`src/rtl/serial_adder_pkg.sv`:
```
// Shared definitions for the bit-serial adder: state encoding, default width
// and the count-width helper.
`timescale 1ns/1ps
package serial_adder_pkg;

  localparam int DEFAULT_WIDTH = 4;

  typedef enum logic [1:0] {
    IDLE  = 2'd0,
    SHIFT = 2'd1,
    DONE  = 2'd2
  } state_e;

  function automatic int count_width(input int w);
    if ($clog2(w) < 1) begin
      return 1;
    end else begin
      return $clog2(w);
    end
  endfunction

endpackage

```
`src/rtl/serial_adder_if.sv`:
```
// Operand/result bundle of the serial adder. The ovf signal exists only when
// SERIAL_ADDER_OVF_EN is defined.
`timescale 1ns/1ps
interface serial_adder_if
  import serial_adder_pkg::*;
#(
  parameter int WIDTH = DEFAULT_WIDTH
) ();

  logic             start;
  logic [WIDTH-1:0] a;
  logic [WIDTH-1:0] b;
  logic             cin;
  logic             busy;
  logic             done;
  logic [WIDTH-1:0] sum;
  logic             cout;
`ifdef SERIAL_ADDER_OVF_EN
  logic             ovf;
`endif

  modport master (
    output start, a, b, cin,
`ifdef SERIAL_ADDER_OVF_EN
    input  ovf,
`endif
    input  busy, done, sum, cout
  );

  modport slave (
    input  start, a, b, cin,
`ifdef SERIAL_ADDER_OVF_EN
    output ovf,
`endif
    output busy, done, sum, cout
  );

endinterface

```
`src/rtl/serial_adder_full_adder_cell.sv`:
```
// Single-bit combinational full adder reused on every serial step.
`timescale 1ns/1ps
module full_adder_cell (
  input  logic a,
  input  logic b,
  input  logic cin,
  output logic s,
  output logic co
);

  assign s  = a ^ b ^ cin;
  assign co = (a & b) | (a & cin) | (b & cin);

endmodule

```
`src/rtl/serial_adder.sv`:
```
// Bit-serial adder: one full-adder cell stepped LSB first over WIDTH cycles.
// Defining SERIAL_ADDER_OVF_EN adds a registered signed-overflow output.
`timescale 1ns/1ps
module serial_adder
  import serial_adder_pkg::*;
#(
  parameter int WIDTH = DEFAULT_WIDTH
) (
  input  logic          clk,
  input  logic          reset,
  serial_adder_if.slave bus
);

  localparam int CW = count_width(WIDTH);
  localparam int AW = WIDTH - 1;
  localparam logic [CW-1:0] LAST = CW'(WIDTH - 1);

  state_e           state_q, state_d;
  logic [CW-1:0]    count_q, count_d;
  logic             carry_q, carry_d;
  logic [WIDTH-1:0] sha_q, sha_d;
  logic [WIDTH-1:0] shb_q, shb_d;
  // Only the first WIDTH-1 sum bits need staging; the last one goes straight to sum.
  logic [WIDTH-2:0] acc_q, acc_d;
  logic [WIDTH-1:0] sum_q, sum_d;
  logic             cout_q, cout_d;
  logic             fa_s, fa_co;
`ifdef SERIAL_ADDER_OVF_EN
  logic             ovf_q, ovf_d;
`endif

  full_adder_cell u_fa (
    .a   (sha_q[0]),
    .b   (shb_q[0]),
    .cin (carry_q),
    .s   (fa_s),
    .co  (fa_co)
  );

  // Next-state and datapath update for the IDLE/SHIFT/DONE sequencer.
  always_comb begin
    state_d = state_q;
    count_d = count_q;
    carry_d = carry_q;
    sha_d   = sha_q;
    shb_d   = shb_q;
    acc_d   = acc_q;
    sum_d   = sum_q;
    cout_d  = cout_q;
`ifdef SERIAL_ADDER_OVF_EN
    ovf_d   = ovf_q;
`endif
    case (state_q)
      IDLE: begin
        if (bus.start) begin
          state_d = SHIFT;
          sha_d   = bus.a;
          shb_d   = bus.b;
          carry_d = bus.cin;
          count_d = {CW{1'b0}};
        end else begin
          state_d = IDLE;
        end
      end
      SHIFT: begin
        sha_d   = {1'b0, sha_q[WIDTH-1:1]};
        shb_d   = {1'b0, shb_q[WIDTH-1:1]};
        carry_d = fa_co;
        count_d = count_q + CW'(1'b1);
        acc_d   = AW'({fa_s, acc_q} >> 1);
        if (count_q == LAST) begin
          state_d = DONE;
          sum_d   = {fa_s, acc_q};
          cout_d  = fa_co;
`ifdef SERIAL_ADDER_OVF_EN
          // carry_q is the carry into the MSB on this final step
          ovf_d   = carry_q ^ fa_co;
`endif
        end else begin
          state_d = SHIFT;
        end
      end
      DONE: begin
        state_d = IDLE;
      end
      default: begin
        state_d = IDLE;
      end
    endcase
  end

  // State, shift and result registers with asynchronous clear.
  always_ff @(posedge clk or posedge reset) begin
    if (reset) begin
      state_q <= IDLE;
      count_q <= {CW{1'b0}};
      carry_q <= 1'b0;
      sha_q   <= {WIDTH{1'b0}};
      shb_q   <= {WIDTH{1'b0}};
      acc_q   <= {AW{1'b0}};
      sum_q   <= {WIDTH{1'b0}};
      cout_q  <= 1'b0;
`ifdef SERIAL_ADDER_OVF_EN
      ovf_q   <= 1'b0;
`endif
    end else begin
      state_q <= state_d;
      count_q <= count_d;
      carry_q <= carry_d;
      sha_q   <= sha_d;
      shb_q   <= shb_d;
      acc_q   <= acc_d;
      sum_q   <= sum_d;
      cout_q  <= cout_d;
`ifdef SERIAL_ADDER_OVF_EN
      ovf_q   <= ovf_d;
`endif
    end
  end

  assign bus.busy = (state_q != IDLE);
  assign bus.done = (state_q == DONE);
  assign bus.sum  = sum_q;
  assign bus.cout = cout_q;
`ifdef SERIAL_ADDER_OVF_EN
  assign bus.ovf  = ovf_q;
`endif

endmodule

```
`src/flat_wrapper.sv`:
```
// flat-port wrapper written by rule: the top's interface ports become plain ports
module serial_adder_flat import serial_adder_pkg::*;
#(
  parameter int WIDTH = DEFAULT_WIDTH
)
  (clk, reset, bus_start, bus_a, bus_b, bus_cin, bus_busy, bus_done, bus_sum, bus_cout);
  serial_adder_if #(.WIDTH(WIDTH)) bus_i ();
  input  logic clk;
  input  logic reset;
  input wire logic [$bits(bus_i.start)-1:0] bus_start;
  input wire logic [$bits(bus_i.a)-1:0] bus_a;
  input wire logic [$bits(bus_i.b)-1:0] bus_b;
  input wire logic [$bits(bus_i.cin)-1:0] bus_cin;
  output wire logic [$bits(bus_i.busy)-1:0] bus_busy;
  output wire logic [$bits(bus_i.done)-1:0] bus_done;
  output wire logic [$bits(bus_i.sum)-1:0] bus_sum;
  output wire logic [$bits(bus_i.cout)-1:0] bus_cout;
  assign bus_i.start = bus_start;
  assign bus_i.a = bus_a;
  assign bus_i.b = bus_b;
  assign bus_i.cin = bus_cin;
  assign bus_busy = bus_i.busy;
  assign bus_done = bus_i.done;
  assign bus_sum = bus_i.sum;
  assign bus_cout = bus_i.cout;
  serial_adder #(.WIDTH(WIDTH)) u_core (.clk(clk), .reset(reset), .bus(bus_i));
endmodule
```
`config.mk`:
```
export PLATFORM = sky130hd
export DESIGN_NAME = serial_adder_flat
export DESIGN_NICKNAME = d
export VERILOG_FILES = /design/src/rtl/serial_adder_pkg.sv /design/src/rtl/serial_adder_if.sv /design/src/rtl/serial_adder_full_adder_cell.sv /design/src/rtl/serial_adder.sv /design/src/flat_wrapper.sv
export SDC_FILE = /design/constraint.sdc
export NUM_CORES = 1
export LEC_CHECK = 0
export ABC_AREA = 1
export CAP_MARGIN = 10
export CELL_PAD_IN_SITES_DETAIL_PLACEMENT = 0
export CELL_PAD_IN_SITES_GLOBAL_PLACEMENT = 1
export CORE_MARGIN = 2
export CORE_UTILIZATION = 36
export DETAILED_ROUTE_END_ITERATION = 7
export HOLD_SLACK_MARGIN = 0.08
export PLACE_DENSITY_LB_ADDON = 0.1
export SETUP_SLACK_MARGIN = 0.2
export SLEW_MARGIN = 20
export SYNTH_ARGS = -nofsm -noshare
export SYNTH_HDL_FRONTEND = slang
export SYNTH_HIERARCHICAL = 1
export SYNTH_SLANG_ARGS = --single-unit
```
`constraint.sdc`:
```
create_clock -name clk -period 1.3 [get_ports clk]
set_clock_uncertainty 0.05 [all_clocks]
set_input_delay 0.26 -clock clk [delete_from_list [all_inputs] [get_ports clk]]
set_output_delay 0.26 -clock clk [all_outputs]
set_load 0.05 [all_outputs]
```
==> results of run 1 <==
[registers in the layout, indices dropped and copies added, names as in the netlist]
signal	flops
u_core/shb_q	4
u_core/sha_q	4
u_core/count_q	2
u_core/acc_q	3
u_core/bus.sum	4
u_core/state_q	2
u_core/carry_q	1
u_core/bus.cout	1
[worst max-delay path, delay by kind of cell (launching register included)]
kind,cells,cell delay [ps]
buffers and inverters,3,310
DFF,1,360
and+or+nand+nor,1,90
[cells by family (layout without fill, tap and decap cells)]
family / Yosys count / after routing / synth area share
and+or+nand+nor: 65 / 65 / 0.276
adders and majority gates: 2 / 2 / 0.0350
DFF: 21 / 21 / 0.565
AOI/OAI and AO/OA: 11 / 11 / 0.0592
buffers and inverters: 14 / 47 / 0.0646
[power groups by stage]
stage / clock [mW] / sequential, mW / combinational [mW]
final: 0.310 / 1.15 / 2.10
after detailed placement: 0 / 1.17 / 1.74
after global placement: 0 / 1.16 / 1.73
after floorplan: 0 / 1.31 / 0.867
after global routing: 0.353 / 1.18 / 2.32
after CTS: 0.330 / 1.15 / 2.07
[final cells by class]
class	count	area [um2]	area share
inverters	10	37.5	0.0266
flip-flops and latches	21	527	0.374
well taps	30	37.5	0.0266
multi-input cells	78	393	0.279
repair buffers	33	389	0.276
clock buffers	4	26.3	0.0186
[routing by layer]
layer | vias to the layer above | wire [um] | global-route usage
met3 | 2 | 73 | 0.0246
li1 | 417 | - | -
met1 | 386 | 924 | 0.214
met2 | 16 | 1030 | 0.313
met4 | 0 | 16 | 0.0500
met5 | - | 0 | 0
[through the flow]
step | setup WS [ps] | utilization | instance area [um2]
6_report | -66.8 | 0.574 | 1410
3_3_place_gp | -22.4 | 0.517 | 1270
2_1_floorplan | 113 | - | 947
4_1_cts | -84.7 | 0.568 | 1400
5_1_grt | -116 | 0.574 | 1410
3_5_place_dp | -13.7 | 0.517 | 1270
[path summary, 6_finish.rpt]
path	start	end	slack (ps)	cells past startpoint
max	u_core/state_q[1]	bus_done	-70	4
max in group asynchronous	reset	u_core/state_q[0]	730	3
min	reset	u_core/shb_q[3]	230	3
min in group clk	u_core/acc_q[0]	u_core/bus.sum[0]	440	2
min reg2reg	u_core/acc_q[0]	u_core/bus.sum[0]	440	2
max reg2reg	u_core/state_q[0]	u_core/sha_q[3]	10	6
[cells in the final DEF, fill, tap and decap left out]
cell             count
nand2_4              2
buf_12               7
ha_2                 1
o21ai_4              1
clkbuf_4             3
dfrtp_1             20
clkbuf_1             1
o21ai_1              8
nand3_1              8
nand3_2              2
nor2_4               1
dfrtp_2              1
clkdlybuf4s50_1     11
inv_1                6
inv_2                4
buf_4                8
buf_6                7
nand2_1             52
fa_2                 1
o21ai_0              2
[repair_timing]
item                                    in CTS  in global routing
setup buffers                                4                  2
resized for setup                           26                  2
hold endpoints to repair                     0                  0
gates cloned                                 1                  0
pin swaps                                    6                  0
endpoints found under the setup margin      24                 27
==> flow_summary_export.csv, run 1 <==
group,metric,value,unit
cts,cts_root_buf,"clkbuf_4",
setup_path,crit_chain,"inv_2, buf_6, nor2_4, buf_12",
global_route,grt_max_degree,22,
setup_path,cp_slowest_cell,"dfrtp_1",
hold_path,min_path_type,"primary input to asynchronous set/reset pin",
global_route,grt_pass1_vias,808,
timing,worst_slack,-66.8,ps
place,place_hpwl,1.37,mm
timing,setup_viol,2,
cts,clk_path_buf_depth,2,
power,p_comb_frac,0.590,
die,io_pins,19,
yosys,synth-async-reset-ratio,1.00,
yosys,synth.cell_area,930,um2
flow_run,drv_cap,0,
route,drc,0,
power,peakVddDrop,1.25,mV
yosys,synthesis.nets,127,
yosys,yosysSeqAreaShare,0.565,
power,p_per_area,2520,nW/um2
route,wl_per_cell,11.6,um
power,p_switching,1.50,mW
cts,clk_latency,290,ps
setup_path,cpPeakStageDelay,360,ps
setup_path,cp.arrival,1060,ps
cts,numCtsBuffers,3,
timing,finalSetupTns,-131,ps
finish,drive_above_1_share,0.260,
cts,htreeDepth,1,
timing,holdWs,232,ps
yosys,synth.area.top_cells,"dfrtp_1, nand2_1, nand3_1, o21ai_0, inv_1",
timing,slew_violations,0,
timing,slew_headroom,0.817,
timing,hold_viol,0,
place,io_buffers,18,
route,viasPerCell,4.66,
setup_path,startpoint_type,"flip-flop",
global_route,grt_use_total,0.175,
route,vias,821,
power,leakagePower,0.718,nW
timing,fin_crit,1370,ps
run_status,status,"finished with violations",
route,firstDrtPassIters,4,
place,dp_cells,165,
global_route,antenna_found_initial,0,
setup_path,crit_type,"flip-flop to primary output",
yosys,syn_area_per_cell,8.23,um2
route,antenna_left,0,
die,die_area,3000,um2
route,routed_wl,2.04,mm
yosys,yosys.area.top_type,"dfrtp_1",
yosys,yosysMostFrequentCell,"nand2_1",
place,place_congestion,0.698,
setup_path,crit_fanout,3,
die,die_x,54.8,um
finish,fin_nets,161,
power,p_sw_frac,0.421,
yosys,synth_top_area_frac,0.565,
timing,rsz0062_at_grt,"yes",
global_route,grt_pass1_wl,3.71,mm
finish,area_delta_synth_final,51.7,%
route,drt_iter0_markers,12,
cts,cts_sinks,21,
yosys,synth_top_flop_cell,"dfrtp_1",
yosys,postSynthCellCount,113,
cts,clk_pin_slew,110,ps
power,pwr-share-clk,0.087,
yosys,synth.distinct_cells,11,
timing,period_share,1.05,
power,power.internal,2.06,mW
timing,worst_slew_pin_slew,274,ps
finish,diodes,0,
power,p_seq_frac,0.322,
cts,cts_hold_buf,0,
die,num_rows,18,
run_status,violations,"setup timing",
yosys,synth_edf_count,0,
global_route,overflow,0,
die,die_y,54.8,um
setup_path,cp.required,990,ps
setup_path,endpoint_kind,"primary output",
die,core,2450,um2
finish,final_cells,176,
yosys,ys_seq_elements,21,
timing,max_freq,732,MHz
yosys,yosys-top-cells-count,"nand2_1, dfrtp_1, inv_1, nand3_1, o21ai_0",
cts,cts_tree,"yes",
die,initial_core_util,0.379,
yosys,ys_warn_count,6,
finish,fillers,218,
power,total_power,3.55,mW
(Power assumes the default switching activity.)
==> inputs of run 2 (changes only) <==
Settings changed: CORE_ASPECT_RATIO set to 1.1, GPL_TIMING_DRIVEN set to 0.
==> run 2 against run 1 <==
Net effect:
- the run still ends with setup timing left
- via count is 9.5% higher
- non-clock buffer count increased by 12
- first-iteration DRC count increased by 33%
- die area about the same
- power up 13%
- clock power increased by 3%
- highest routed layer unchanged
==> flow_summary_export.csv, run 2 (synthesis gave the netlist of run 1 again) <==
group,metric,value,unit
run_status,status,"finished with violations",
run_status,violations,"setup timing",
cts,htreeDepth,1,
hold_path,min_path_type,"primary input to asynchronous set/reset pin",
setup_path,path_buf_inv,3,
finish,final_common_cell,"nand2_1",
route,drt_iter0_markers,16,
die,initial_core_util,0.376,
cts,clk_pin_slew,120,ps
place,dp_cells,162,
place,place_hpwl,1.33,mm
setup_path,cp_top_family,"flip-flops",
route,routed_wl,2.50,mm
global_route,grt_max_degree,22,
setup_path,crit_type,"flip-flop to primary output",
die,io_pins,19,
cts,cts_sinks,21,
cts,cts_root_buf,"clkbuf_4",
die,die_x,52.5,um
finish,diodes,0,
setup_path,cp_slowest_cell,"dfrtp_1",
finish,fin_nets,174,
route,viasPerCell,4.73,
route,drc,0,
global_route,overflow,0,
die,num_rows,19,
power,leakagePower,0.780,nW
setup_path,cp.arrival,1110,ps
setup_path,crit_fanout,4,
cts,clk_path_buf_depth,2,
power,power.internal,2.25,mW
setup_path,endpoint_kind,"primary output",
die,die_area,3010,um2
timing,rsz0062_at_grt,"yes",
timing,setup_viol,17,
cts,numCtsBuffers,3,
timing,fin_crit,1420,ps
setup_path,cp.required,990,ps
route,wl_per_cell,13.2,um
route,vias,899,
power,peakVddDrop,1.39,mV
timing,max_freq,706,MHz
setup_path,cpPeakStageDelay,420,ps
place,place_congestion,0.662,
cts,cts_hold_buf,0,
finish,layout_common_cells,"nand2_1, dfrtp_1, buf_4",
setup_path,worstReg2RegStart,"u_core/state_q[1]",
global_route,antenna_found_initial,0,
timing,hold_viol,0,
finish,final_cells,190,
setup_path,startpoint_type,"flip-flop",
global_route,grt_pass1_wl,3.92,mm
power,p_seq_frac,0.281,
flow_run,drv_cap,0,
die,core,2470,um2
timing,period_share,1.09,
power,p_comb_frac,0.640,
cts,clk_latency,300,ps
power,p_sw_frac,0.437,
setup_path,crit_start,"u_core/state_q[0]",
global_route,grt_pass1_vias,866,
timing,worst_slew_pin_slew,479,ps
route,firstDrtPassIters,3,
power,total_power,4.00,mW
place,io_buffers,18,
finish,area_delta_synth_final,68.1,%
timing,slew_headroom,0.680,
power,pwr-share-clk,0.079,
die,die_y,57.3,um
cts,cts_tree,"yes",
setup_path,crit_chain,"buf_6, inv_4, nand2_4, buf_8",
timing,worst_slack,-116,ps
global_route,grt_use_total,0.181,
route,antenna_left,0,
finish,drive_above_1_share,0.409,
timing,slew_violations,0,
power,p_per_area,2560,nW/um2
power,p_switching,1.75,mW
[run 2: changes by cell type in the layout (fill, tap and decap cells not counted), moves of 3 or more]
| cell | change |
|---|---|
| buf_4 | +7 |
| buf_12 | -6 |
| inv_4 | +3 |
| buf_6 | +7 |
| nand2_1 | -8 |
| buf_8 | +4 |
| o21ai_2 | +4 |
| nand2_2 | +8 |
[run 2: power groups by stage]
stage          registers [mW]  clock network, mW  logic, mW
3_3_place_gp             1.10                  0       1.48
5_1_grt                  1.15              0.353       2.76
2_1_floorplan            1.31                  0      0.867
4_1_cts                  1.11              0.329       2.17
6_report                 1.12              0.318       2.56
3_5_place_dp             1.11                  0       1.49
[run 2: cell type report]
cell class                 instances  area (um2)
inverter                          10        48.8
tap                               31        38.8
clock inverter                     1        5.00
fill                             220         910
multi-input combinational         79         462
buffer                             4        48.8
clock buffer                       3        22.5
sequential                        21         526
timing repair buffer              41         412
[run 2: metal layers]
layer  wire length, um  up-vias  GRT usage
met4                16        0     0.0623
met5                 0        -          0
met3                69        2     0.0262
met2              1350       13      0.302
li1                  -      448          -
met1              1070      436      0.239
[run 2: repair_timing]
action / CTS / global route
cloned: 3 / 0
buffers inserted: 13 / 8
pin swaps: 7 / 8
resized for setup: 88 / 20
setup endpoints to repair: 28 / 49
[run 2: worst reg2reg max path: stages, from the launching register on]
cell and delay [ps]:
dfrtp_1 400, inv_2 90, buf_4 110, buf_6 80, buf_8 120, nand2_8 70, buf_6 130, nand2_2 50
nand2_1 60, nand2_1 50, nand2_1 40
[run 2: path summary, 6_finish.rpt]
kind	slack, ps	endpoint	depth (start not counted)
worst max-delay path	-120	bus_busy	4
worst min-delay path	260	u_core/bus.sum[0]	2
worst max register to register	-50	u_core/shb_q[1]	10
worst min register to register	450	u_core/shb_q[2]	2
max in group asynchronous	660	u_core/bus.sum[3]	2
min in group clk	450	u_core/shb_q[2]	2
[run 2: through the flow]
stage	setup WS [ps]	util	hold WS (ps)	area (um2)	setup TNS [ps]
finish	-116	0.632	257	1560	-485
global route	-162	0.632	314	1560	-1380
CTS	-124	0.582	380	1440	-246
detailed placement	-537	0.472	416	1170	-4660
global placement	-546	0.472	408	1170	-4310
floorplan	113	-	187	947	0
==> inputs of run 3 (changes only) <==
Settings changed: CORE_MARGIN 2 to 1.5.
==> run 3 against run 2 <==
Net effect:
- the flow still finishes with violations (setup timing)
- cell count down 5.3%
- critical path depth unchanged
- power down 8.6%
- flip-flop and latch count unchanged
==> flow_summary_export.csv, run 3 (synthesis gave the netlist of run 1 again) <==
group,metric,value,unit
place,pre_cts_ws,-548,ps
finish,ff_latch_area,526,um2
timing,worst_slew_pin_slew,471,ps
timing,max_freq,710,MHz
setup_path,cp.arrival,1100,ps
timing,hold_viol,0,
timing,finalSetupTns,-450,ps
finish,diodes,0,
route,viasPerCell,4.67,
setup_path,crit_type,"flip-flop to primary output",
route,routed_wl,2.24,mm
setup_path,cpPeakStageDelay,430,ps
run_status,status,"finished with violations",
global_route,grt_use_total,0.172,
flow_run,drv_cap,0,
power,p_per_area,2550,nW/um2
finish,area_delta_synth_final,54.2,%
timing,period_share,1.08,
timing,setup_viol,12,
setup_path,cp_slowest_cell,"dfrtp_1",
cts,cts_hold_buf,0,
die,io_pins,19,
place,place_hpwl,1.36,mm
place,io_buffers,18,
finish,final_common_cell,"nand2_1",
route,wl_per_cell,12.4,um
place,place_congestion,0.677,
global_route,overflow,0,
power,leakagePower,0.713,nW
timing,rsz0062_at_grt,"yes",
cts,cts_tree,"yes",
finish,fin_nets,164,
die,die_area,2900,um2
setup_path,crit_chain,"buf_6, inv_4, nand2_4, buf_8",
global_route,antenna_found_initial,0,
route,drt_iter0_markers,10,
timing,fin_crit,1410,ps
die,initial_core_util,0.376,
die,die_y,56.3,um
global_route,grt_max_degree,22,
power,peakVddDrop,1.36,mV
setup_path,endpoint_kind,"primary output",
setup_path,crit_fanout,4,
cts,clk_latency,290,ps
die,core,2470,um2
finish,multi_input_area,444,um2
cts,clk_path_buf_depth,2,
global_route,grt_pass1_vias,844,
setup_path,cp_top_family,"flip-flops",
setup_path,startpoint_type,"flip-flop",
setup_path,path_buf_inv,3,
timing,worst_slack,-109,ps
run_status,violations,"setup timing",
timing,holdWs,269,ps
die,die_x,51.5,um
cts,cts_sinks,21,
cts,htreeDepth,1,
timing,slew_violations,0,
hold_path,min_path_type,"primary input to asynchronous set/reset pin",
finish,drive_above_1_share,0.342,
cts,numCtsBuffers,3,
finish,layout_common_cells,"nand2_1, dfrtp_1, buf_6",
cts,cts_root_buf,"clkbuf_4",
finish,fillers,234,
cts,clk_pin_slew,110,ps
route,vias,840,
global_route,grt_pass1_wl,3.78,mm
die,num_rows,19,
route,antenna_left,0,
setup_path,cp.required,990,ps
route,drc,0,
timing,slew_headroom,0.686,
route,firstDrtPassIters,4,
## run 3: cell count changes in the layout (fill, tap and decap cells not counted), sizes merged
cell	previous run	this run
clkinv	1	0
clkbuf	3	4
buf	34	24
## run 3: path summary, 6_finish.rpt
check | startpoint | end | slack [ps] | cells after the start
worst min-delay path | reset | u_core/count_q[0] | 270 | 2
worst max register to register | u_core/state_q[0] | u_core/shb_q[0] | -30 | 6
min in group clk | u_core/shb_q[1] | u_core/shb_q[1] | 440 | 2
max in group asynchronous | reset | u_core/acc_q[1] | 650 | 2
worst max-delay path | u_core/state_q[0] | bus_busy | -110 | 4
worst min register to register | u_core/shb_q[1] | u_core/shb_q[1] | 440 | 2
## run 3: stage by stage
step,cells,power [mW],utilization,cell area (um2)
finish,180,3.66,0.580,1430
global route,180,3.93,0.580,1430
CTS,175,3.38,0.545,1350
detailed placement,162,2.62,0.472,1170
global placement,162,2.58,0.472,1170
floorplan,113,2.18,-,947
## run 3: report_power, final
group,switching (mW),internal (mW)
Clock,0.186,0.119
Sequential,0.178,0.938
Combinational,1.27,0.968
## run 3: area by class of cell
type,count,area share
flip-flops and latches,21,0.366
well taps,31,0.0271
inverters,10,0.0340
multi-input cells,79,0.310
plain buffers,4,0.0314
repair buffers,31,0.213
clock buffers,4,0.0183
## run 3: layer usage
metal | GRT usage | part of all wire | up-vias
met4 | 0.0338 | 0.0058 | 0
met3 | 0.0239 | 0.030 | 2
li1 | - | - | 425
met2 | 0.308 | 0.55 | 13
met5 | 0 | 0 | -
met1 | 0.218 | 0.42 | 400
## run 3: timing repair
action	4_1_cts	5_1_grt
gates resized for setup	76	18
setup endpoints to repair	28	48
pin swaps	3	9
buffers inserted	8	3
gates cloned	1	2
